===== config.mk =====
export PLATFORM = sky130hd
export DESIGN_NAME = fetch_pc_gen
export DESIGN_NICKNAME = d
export VERILOG_FILES = /design/src/rtl/fetch_pc_gen.sv
export SDC_FILE = /design/constraint.sdc
export NUM_CORES = 1
export LEC_CHECK = 0
export ABC_AREA = 1
export BUFFER_PORTS_ARGS = -buffer_cell sky130_fd_sc_hd__buf_4
export CAP_MARGIN = 20
export CORE_MARGIN = 5
export CORE_UTILIZATION = 45
export CTS_CLUSTER_DIAMETER = 150
export DETAILED_ROUTE_END_ITERATION = 8
export GPL_ROUTABILITY_DRIVEN = 0
export GPL_TIMING_DRIVEN = 0
export PLACE_DENSITY = 0.74
export REMOVE_ABC_BUFFERS = 1
export SYNTH_ARGS = -nofsm -noshare
export SYNTH_HDL_FRONTEND = slang
export SYNTH_SLANG_ARGS = --single-unit

===== constraint.sdc =====
create_clock -name clk -period 1.5 [get_ports clk]
set_clock_uncertainty 0.15 [all_clocks]
set_input_delay 0.15 -clock clk [delete_from_list [all_inputs] [get_ports clk]]
set_output_delay 0.15 -clock clk [all_outputs]
set_load 0.01 [all_outputs]

===== src/rtl/fetch_pc_gen.sv =====
// Purpose : front-end PC sequencer; owns the fetch PC, issues one imem request at a
//           time, presents fetched words to decode, restarts on branch redirect.
// Latency : >= 2 cycles request-to-fetch_valid (1 to issue, >= 1 memory); flush 1 cycle after redirect.
// Backpressure: no request is issued unless the output slot is free (or being drained),
//           so a response always lands in an empty slot; system_stall only gates issue.
//
// Ports:
//   clk, reset                       - clock, synchronous active-high reset
//   system_stall                     - blocks new request issue
//   redirect_valid / redirect_pc     - taken branch/jump from execute; restarts fetch
//   imem_req_valid/_ready/_addr      - instruction-memory request (word address)
//   imem_rsp_valid / imem_rsp_data   - one response per accepted request
//   fetch_valid/_ready/_pc/_instr    - instruction handed to decode
//   flush                            - registered pulse the cycle after a redirect
// Optional: define FETCH_REDIRECT_CNT_EN to add saturating redirect_cnt / drop_cnt outputs.

module fetch_pc_gen #(
    parameter int                    ADDR_WIDTH  = 32,
    parameter int                    INSTR_WIDTH = 32,
    parameter logic [ADDR_WIDTH-1:0] RESET_PC    = '0
) (
    input  logic                   clk,
    input  logic                   reset,
    input  logic                   system_stall,
    input  logic                   redirect_valid,
    input  logic [ADDR_WIDTH-1:0]  redirect_pc,
    output logic                   imem_req_valid,
    output logic [ADDR_WIDTH-1:0]  imem_req_addr,
    input  logic                   imem_req_ready,
    input  logic                   imem_rsp_valid,
    input  logic [INSTR_WIDTH-1:0] imem_rsp_data,
    output logic                   fetch_valid,
    input  logic                   fetch_ready,
    output logic [ADDR_WIDTH-1:0]  fetch_pc,
    output logic [INSTR_WIDTH-1:0] fetch_instr,
`ifdef FETCH_REDIRECT_CNT_EN
    output logic [31:0]            redirect_cnt,
    output logic [31:0]            drop_cnt,
`endif
    output logic                   flush
);

    typedef enum logic [1:0] {
        ST_REQ  = 2'd0,
        ST_WAIT = 2'd1,
        ST_DROP = 2'd2
    } state_t;

    state_t                 r_state;
    logic [ADDR_WIDTH-1:0]  r_pc;
    logic [ADDR_WIDTH-1:0]  r_req_pc;
    logic                   r_fetch_valid;
    logic [ADDR_WIDTH-1:0]  r_fetch_pc;
    logic [INSTR_WIDTH-1:0] r_fetch_instr;
    logic                   r_flush;

    logic w_slot_free;
    logic w_req_valid;
    logic w_handshake;
    logic w_load;

    // Slot is free if empty or being drained by decode this very cycle.
    assign w_slot_free = !r_fetch_valid || fetch_ready;

    // A redirect suppresses issue so the stale pc_q never reaches memory.
    assign w_req_valid = !reset && (r_state == ST_REQ) && !system_stall
                         && w_slot_free && !redirect_valid;
    assign w_handshake = w_req_valid && imem_req_ready;

    // Good-path response capture; a same-cycle redirect discards it.
    assign w_load = (r_state == ST_WAIT) && imem_rsp_valid && !redirect_valid;

    always_ff @(posedge clk) begin
        if (reset) begin
            r_state       <= ST_REQ;
            r_pc          <= RESET_PC;
            r_req_pc      <= RESET_PC;
            r_fetch_valid <= 1'b0;
            r_fetch_pc    <= '0;
            r_fetch_instr <= '0;
            r_flush       <= 1'b0;
        end else begin
            r_flush <= redirect_valid;
            if (redirect_valid) begin
                r_pc          <= redirect_pc;
                r_fetch_valid <= 1'b0;
                case (r_state)
                    ST_REQ:  r_state <= ST_REQ;
                    // The outstanding response is wrong-path: swallow it in DROP
                    // unless it is arriving right now.
                    ST_WAIT: r_state <= imem_rsp_valid ? ST_REQ : ST_DROP;
                    ST_DROP: r_state <= imem_rsp_valid ? ST_REQ : ST_DROP;
                    default: r_state <= ST_REQ;
                endcase
            end else begin
                if (r_fetch_valid && fetch_ready && !w_load)
                    r_fetch_valid <= 1'b0;
                case (r_state)
                    ST_REQ: begin
                        if (w_handshake) begin
                            r_state  <= ST_WAIT;
                            r_req_pc <= r_pc;
                        end
                    end
                    ST_WAIT: begin
                        if (w_load) begin
                            r_fetch_valid <= 1'b1;
                            r_fetch_instr <= imem_rsp_data;
                            r_fetch_pc    <= r_req_pc;
                            r_pc          <= r_req_pc + ADDR_WIDTH'(1);
                            r_state       <= ST_REQ;
                        end
                    end
                    ST_DROP: begin
                        if (imem_rsp_valid)
                            r_state <= ST_REQ;
                    end
                    default: r_state <= ST_REQ;
                endcase
            end
        end
    end

`ifdef FETCH_REDIRECT_CNT_EN
    logic [31:0] r_redirect_cnt;
    logic [31:0] r_drop_cnt;
    logic        w_drop;

    assign w_drop = imem_rsp_valid
                    && ((r_state == ST_DROP) || ((r_state == ST_WAIT) && redirect_valid));

    always_ff @(posedge clk) begin
        if (reset) begin
            r_redirect_cnt <= '0;
            r_drop_cnt     <= '0;
        end else begin
            if (redirect_valid && (r_redirect_cnt != 32'hFFFF_FFFF))
                r_redirect_cnt <= r_redirect_cnt + 32'd1;
            if (w_drop && (r_drop_cnt != 32'hFFFF_FFFF))
                r_drop_cnt <= r_drop_cnt + 32'd1;
        end
    end

    assign redirect_cnt = r_redirect_cnt;
    assign drop_cnt     = r_drop_cnt;
`endif

    assign imem_req_valid = w_req_valid;
    assign imem_req_addr  = r_pc;
    assign fetch_valid    = r_fetch_valid;
    assign fetch_pc       = r_fetch_pc;
    assign fetch_instr    = r_fetch_instr;
    assign flush          = r_flush;

endmodule


* Word-level counts from Yosys, hierarchy flattened *
Index checks and enable logic that the tools add are counted.

storage, ports and cells
  register bits after elaboration = 132
  output and inout port bits = 99
  logic and storage cells = 51
  input bits = 71

operators by class
  add/sub/neg operators = 1
  bitwise logic cells = 1
  multiplexer cells = 13
  equality and inequality tests = 5
  reduce and logical (&&, ||, !) cells = 24

operator list
  cell                     number
  $mux W32                 3
  $add A32 B1 Y32 const B  1
  $mux W2                  6
  $logic_and A1 B1 Y1      9
  $ne A3 B3 Y1 const B     3
  $reduce_and A3 Y1        3
  $pmux W2 S3              1
  $logic_not A1 Y1         5
  $reduce_bool A2 Y1       2
  $reduce_or A2 Y1         2
  $mux W1                  3
  $eq A2 B1 Y1 const B     1
  $eq A2 B2 Y1 const B     1
  $logic_not A2 Y1         1
  $reduce_and A2 Y1        1
  $logic_or A1 B1 Y1       1
  $not A1 Y1               1

* Longest topological paths before layout *
  depth after elaboration = 9
  mapped depth = 12

* Worst setup path before layout *
OpenSTA, ideal clock, no wires.

  kind = flip-flop to flip-flop
  from = register r_req_pc[1]
  to = register r_pc[26] (netlist: imem_req_addr[26])
  setup slack = -94 ps
  data arrival time = 1334 ps
  period minus slack after synthesis = 1594 ps
  cell stages (with the launch flop) = 13
  cells stage by stage = dfxtp_1 > ha_1 > nand2_2 > nor2_4 > nand2_4 > clkinv_2 > nand2_2 > nor2_4 > nand2_1 > nand2_1 > nand3b_1 > nand2_1 > inv_1

between the ends
  longest elaborated chain between the ends = 4

ends and longest elaborated chain
  item                      RTL line  RTL
  start: declaration        51        logic [ADDR_WIDTH-1:0] r_req_pc;
  start signal: assignment  102       r_req_pc <= r_pc;
  $add A32 B1 Y32           110       r_pc <= r_req_pc + ADDR_WIDTH'(1);
  $mux W32                  106       if (w_load) begin
  $mux W32                  98        case (r_state)
  $mux W32                  84        if (redirect_valid) begin
  end signal: assignment    85        r_pc <= redirect_pc;
  end signal: assignment    110
  end: declaration          50        logic [ADDR_WIDTH-1:0] r_pc;

No other way between the ends. The select of a mux whose other input is x is not followed.
A chain may end at the register's enable or synchronous reset.

* Worst setup path in the final report *
  from = register r_req_pc[5]
  to = register r_pc[13] (netlist: imem_req_addr[13])

Same word-level chain as after synthesis.

==> flow_summary.rst <==
.. list-table::
   :header-rows: 1

   * - Metric
     - Value
   * - Cells after synthesis
     - 804
   * - Area delta synth->final
     - 87.1%
   * - Post-place instance area
     - 7150 um^2
   * - Total of fill cells in the finished design
     - 675
   * - Buffer cell driving the clock tree root
     - sky130_fd_sc_hd__clkbuf_16
   * - Max H-tree Level
     - 4
   * - Slew Limit Headroom
     - 0.579
   * - Post-synthesis average cell area
     - 7.18 um^2
   * - Die span in y
     - 123 um
   * - Count of endpoints failing hold in the final timing report
     - 0
   * - Cts bufs inserted
     - 17
   * - Final Cell Area
     - 10800 um^2
   * - Top_reg_cell synth
     - sky130_fd_sc_hd__dfxtp_1
   * - Post-Place Worst Slack
     - -1.48 ns
   * - DRC errors left
     - 0
   * - Number of antenna violations at the first check in global routing
     - 0
   * - Stage delay of the slowest cell on the critical path
     - 0.42 ns
   * - Transition time at the pin with the least slew margin
     - 0.632 ns
   * - Vias per cell
     - 5.76
   * - Worst voltage drop across the vdd grid
     - 1.01 mV
   * - Share of the yosys chip area belonging to registers
     - 0.458
   * - CP delay by family, top
     - simple AND/OR/NAND/NOR gates
   * - Initial Utilization
     - 0.457
   * - Final period demand of the worst path
     - 1.85 ns
   * - Worst EP required
     - 1.64 ns
   * - Fraction of layout cells with a size suffix above 1
     - 0.470
   * - Number of enable-type register cells in the synthesized netlist
     - 0
   * - Final WL
     - 27700 um
   * - Slowest CP cell
     - sky130_fd_sc_hd__dfxtp_1
   * - Top Ports
     - 170
   * - Max capacitance violation total
     - 0
   * - Die outline area
     - 15200 um^2
   * - Final worst setup slack
     - -0.351 ns
   * - Critical Path Start Type
     - flip-flop
   * - Number of different library cells in the post-synthesis netlist
     - 35
   * - Buffers & Inverters on Critical Path
     - 1
   * - Share of the synthesized area in the top cell type
     - 0.458
   * - Largest net degree at the start of global routing
     - 51
   * - Highest attainable clock frequency
     - 0.540 GHz
   * - Leading cell type by number of instances after synthesis
     - sky130_fd_sc_hd__nor2_1
   * - Endpoint class of the critical path
     - flip-flop
   * - Status
     - finished with violations
   * - Post-DR wirelength/cell
     - 21.5 um
   * - Max FO, Critical Path
     - 7
   * - Cells along the critical path
     - nand2_2 -> nor2_4 -> nand2_1 -> nor2_4 -> buf_6 -> nand2_1 -> nand3_2 -> a31oi_1
   * - Detailed placer's ending HPWL
     - 11100 um
   * - First-pass iteration count of the detailed router
     - 9
   * - HP Class
     - input pin to flip-flop
   * - Post-synthesis register bit count
     - 132
   * - Floorplan row count
     - 41
   * - Wire length of the first global-routing pass
     - 37200 um
   * - Count of endpoints failing setup in the final report
     - 129
   * - Power Dens Cells
     - 888 nW/um^2
   * - Sum of overflow across all layers after global routing
     - 0
   * - Number of pins with negative max-slew slack in the final report
     - 0
   * - Port Buffer Count
     - 169
   * - Core region area
     - 12600 um^2
   * - Synth area leaders
     - sky130_fd_sc_hd__dfxtp_1, sky130_fd_sc_hd__nor2_1, sky130_fd_sc_hd__nand2_1
   * - Top cell type by total area after synthesis
     - sky130_fd_sc_hd__dfxtp_1
   * - Maximum buffer depth of the clock tree
     - 2
   * - Leading cell types by count after synthesis
     - sky130_fd_sc_hd__nor2_1, sky130_fd_sc_hd__nand2_1, sky130_fd_sc_hd__dfxtp_1, sky130_fd_sc_hd__o21ai_0, sky130_fd_sc_hd__inv_1
   * - Number of warnings printed during yosys synthesis
     - 0
   * - Path type of the worst setup path
     - flip-flop to flip-flop
   * - Clock latency at the later pin of the worst-skew pair
     - 0.44 ns
   * - Worst-path clk slew
     - 0.06 ns
   * - CTS tree
     - built
   * - Detailed Route Iter0 Violations
     - 764
   * - Unrepaired setup endpoints after global routing
     - yes
   * - Vias in the first global route
     - 6995
   * - Count of vias placed by the detailed router
     - 7394
   * - Number of sinks driven by the clock tree
     - 132
   * - Global routing usage summed across all routing layers
     - 0.323
   * - Die width
     - 123 um
   * - Share of synthesized flip-flops with an asynchronous set or reset
     - 0
   * - Violated checks
     - negative setup slack
   * - Data arrival time at the worst-slack endpoint
     - 1.99 ns
   * - Final clock period utilization by the worst path
     - 1.23
   * - Post-route antenna net violation count
     - 0
   * - Final TNS setup
     - -22.72 ns
   * - Number of antenna cells inserted
     - 0
   * - Netlist area before placement
     - 5770 um^2
   * - Standby leakage power
     - 4.57 nW
   * - Post-layout nets
     - 1175
through the flow:
step | hold slack [ns] | utilization | cells | total power, mW
final | 0.0160 | 0.855 | 1284 | 9.59
after global placement | 0.219 | 0.558 | 1101 | 4.80
after floorplan | 0.0624 | - | 760 | 4.28
after CTS | 0.00930 | 0.801 | 1267 | 9.26
after global routing | 0.0433 | 0.855 | 1284 | 9.83
after detailed placement | 0.227 | 0.566 | 1105 | 4.82
registers in the layout, indices dropped and copies added, names as in the netlist:
name           flops
fetch_valid        1
r_state            2
fetch_pc          32
flush              1
imem_req_addr     32
r_req_pc          32
fetch_instr       32
area by class of cell:
cell class                 count  area [um^2]  area share
timing repair buffer         314         3160       0.293
inverter                      77          340      0.0315
clock inverter                 5         50.0     0.00464
clock buffer                  26          489      0.0453
multi-input combinational    553         3750       0.348
sequential                   132         2680       0.248
timing repair inverter         5          106     0.00985
tap                          172          215      0.0199
final timing paths:
check                 start                end  slack, ns  depth (start not counted)
max             r_req_pc[5]  imem_req_addr[13]      -0.35                          8
min          imem_rsp_valid   imem_req_addr[1]       0.02                          4
max reg2reg     r_req_pc[5]  imem_req_addr[13]      -0.35                          8
min reg2reg    fetch_pc[11]       fetch_pc[11]       0.33                          2
what timing repair did:
action	in CTS	in global routing
gates cloned	23	0
hold endpoints to repair	75	0
pin swaps	45	57
setup buffers	42	26
endpoints found under the setup margin	131	131
hold buffers	66	0
resized for setup	315	153
layer usage:
| layer | global-route usage | part of all wire | vias to the layer above |
|---|---|---|---|
| li1 | - | - | 3224 |
| met4 | 0.140 | 0.061 | 0 |
| met3 | 0.0892 | 0.098 | 169 |
| met1 | 0.383 | 0.35 | 3463 |
| met2 | 0.546 | 0.49 | 538 |
| met5 | 0 | 0 | - |
layout by cell type, fill, tap and decap left out, drive strengths merged:
cell         netlist  layout
a211oi             8       8
a21oi             54      54
a22o               9       9
a31oi              7       7
a41oi              2       2
and2               1       1
buf               20     248
bufinv             0       1
clkbuf            24      26
clkinv             1       7
dfxtp            132     132
dlygate4sd3        0      66
ha                 4       4
inv               76      79
nand2            141     142
nand3             39      39
nand3b             3       3
nand4             10      10
nor2             161     162
nor3              11      11
o2111ai            2       2
o211ai             1       1
o21ai             93      93
or2                2       2
xor2               3       3
kinds of logic (layout without fill, tap and decap cells):
kind of cell               Yosys count  in the layout  synth area share
DFF                                132            132             0.458
xor gates and xnor gates             3              3           0.00456
buffers and inverters              121            427            0.0859
adders and majority gates            4              4           0.00868
and+or+nand+nor                    368            370             0.274
AOI/OAI and AO/OA                  176            176             0.169
power by group:
group	switching (mW)	leakage, nW	internal, mW
combinational	0.889	3.22	0.868
sequential	0.177	1.08	3.68
clock	1.59	0.268	2.39
total	2.65	4.57	6.94
worst min-delay path, stage by stage:
cell                      delay [ns]
sky130_fd_sc_hd__buf_4          0.10
sky130_fd_sc_hd__nand2_4        0.07
sky130_fd_sc_hd__nand2_4        0.13
sky130_fd_sc_hd__a31oi_1        0.10
Power figures use the tool's default switching activity.
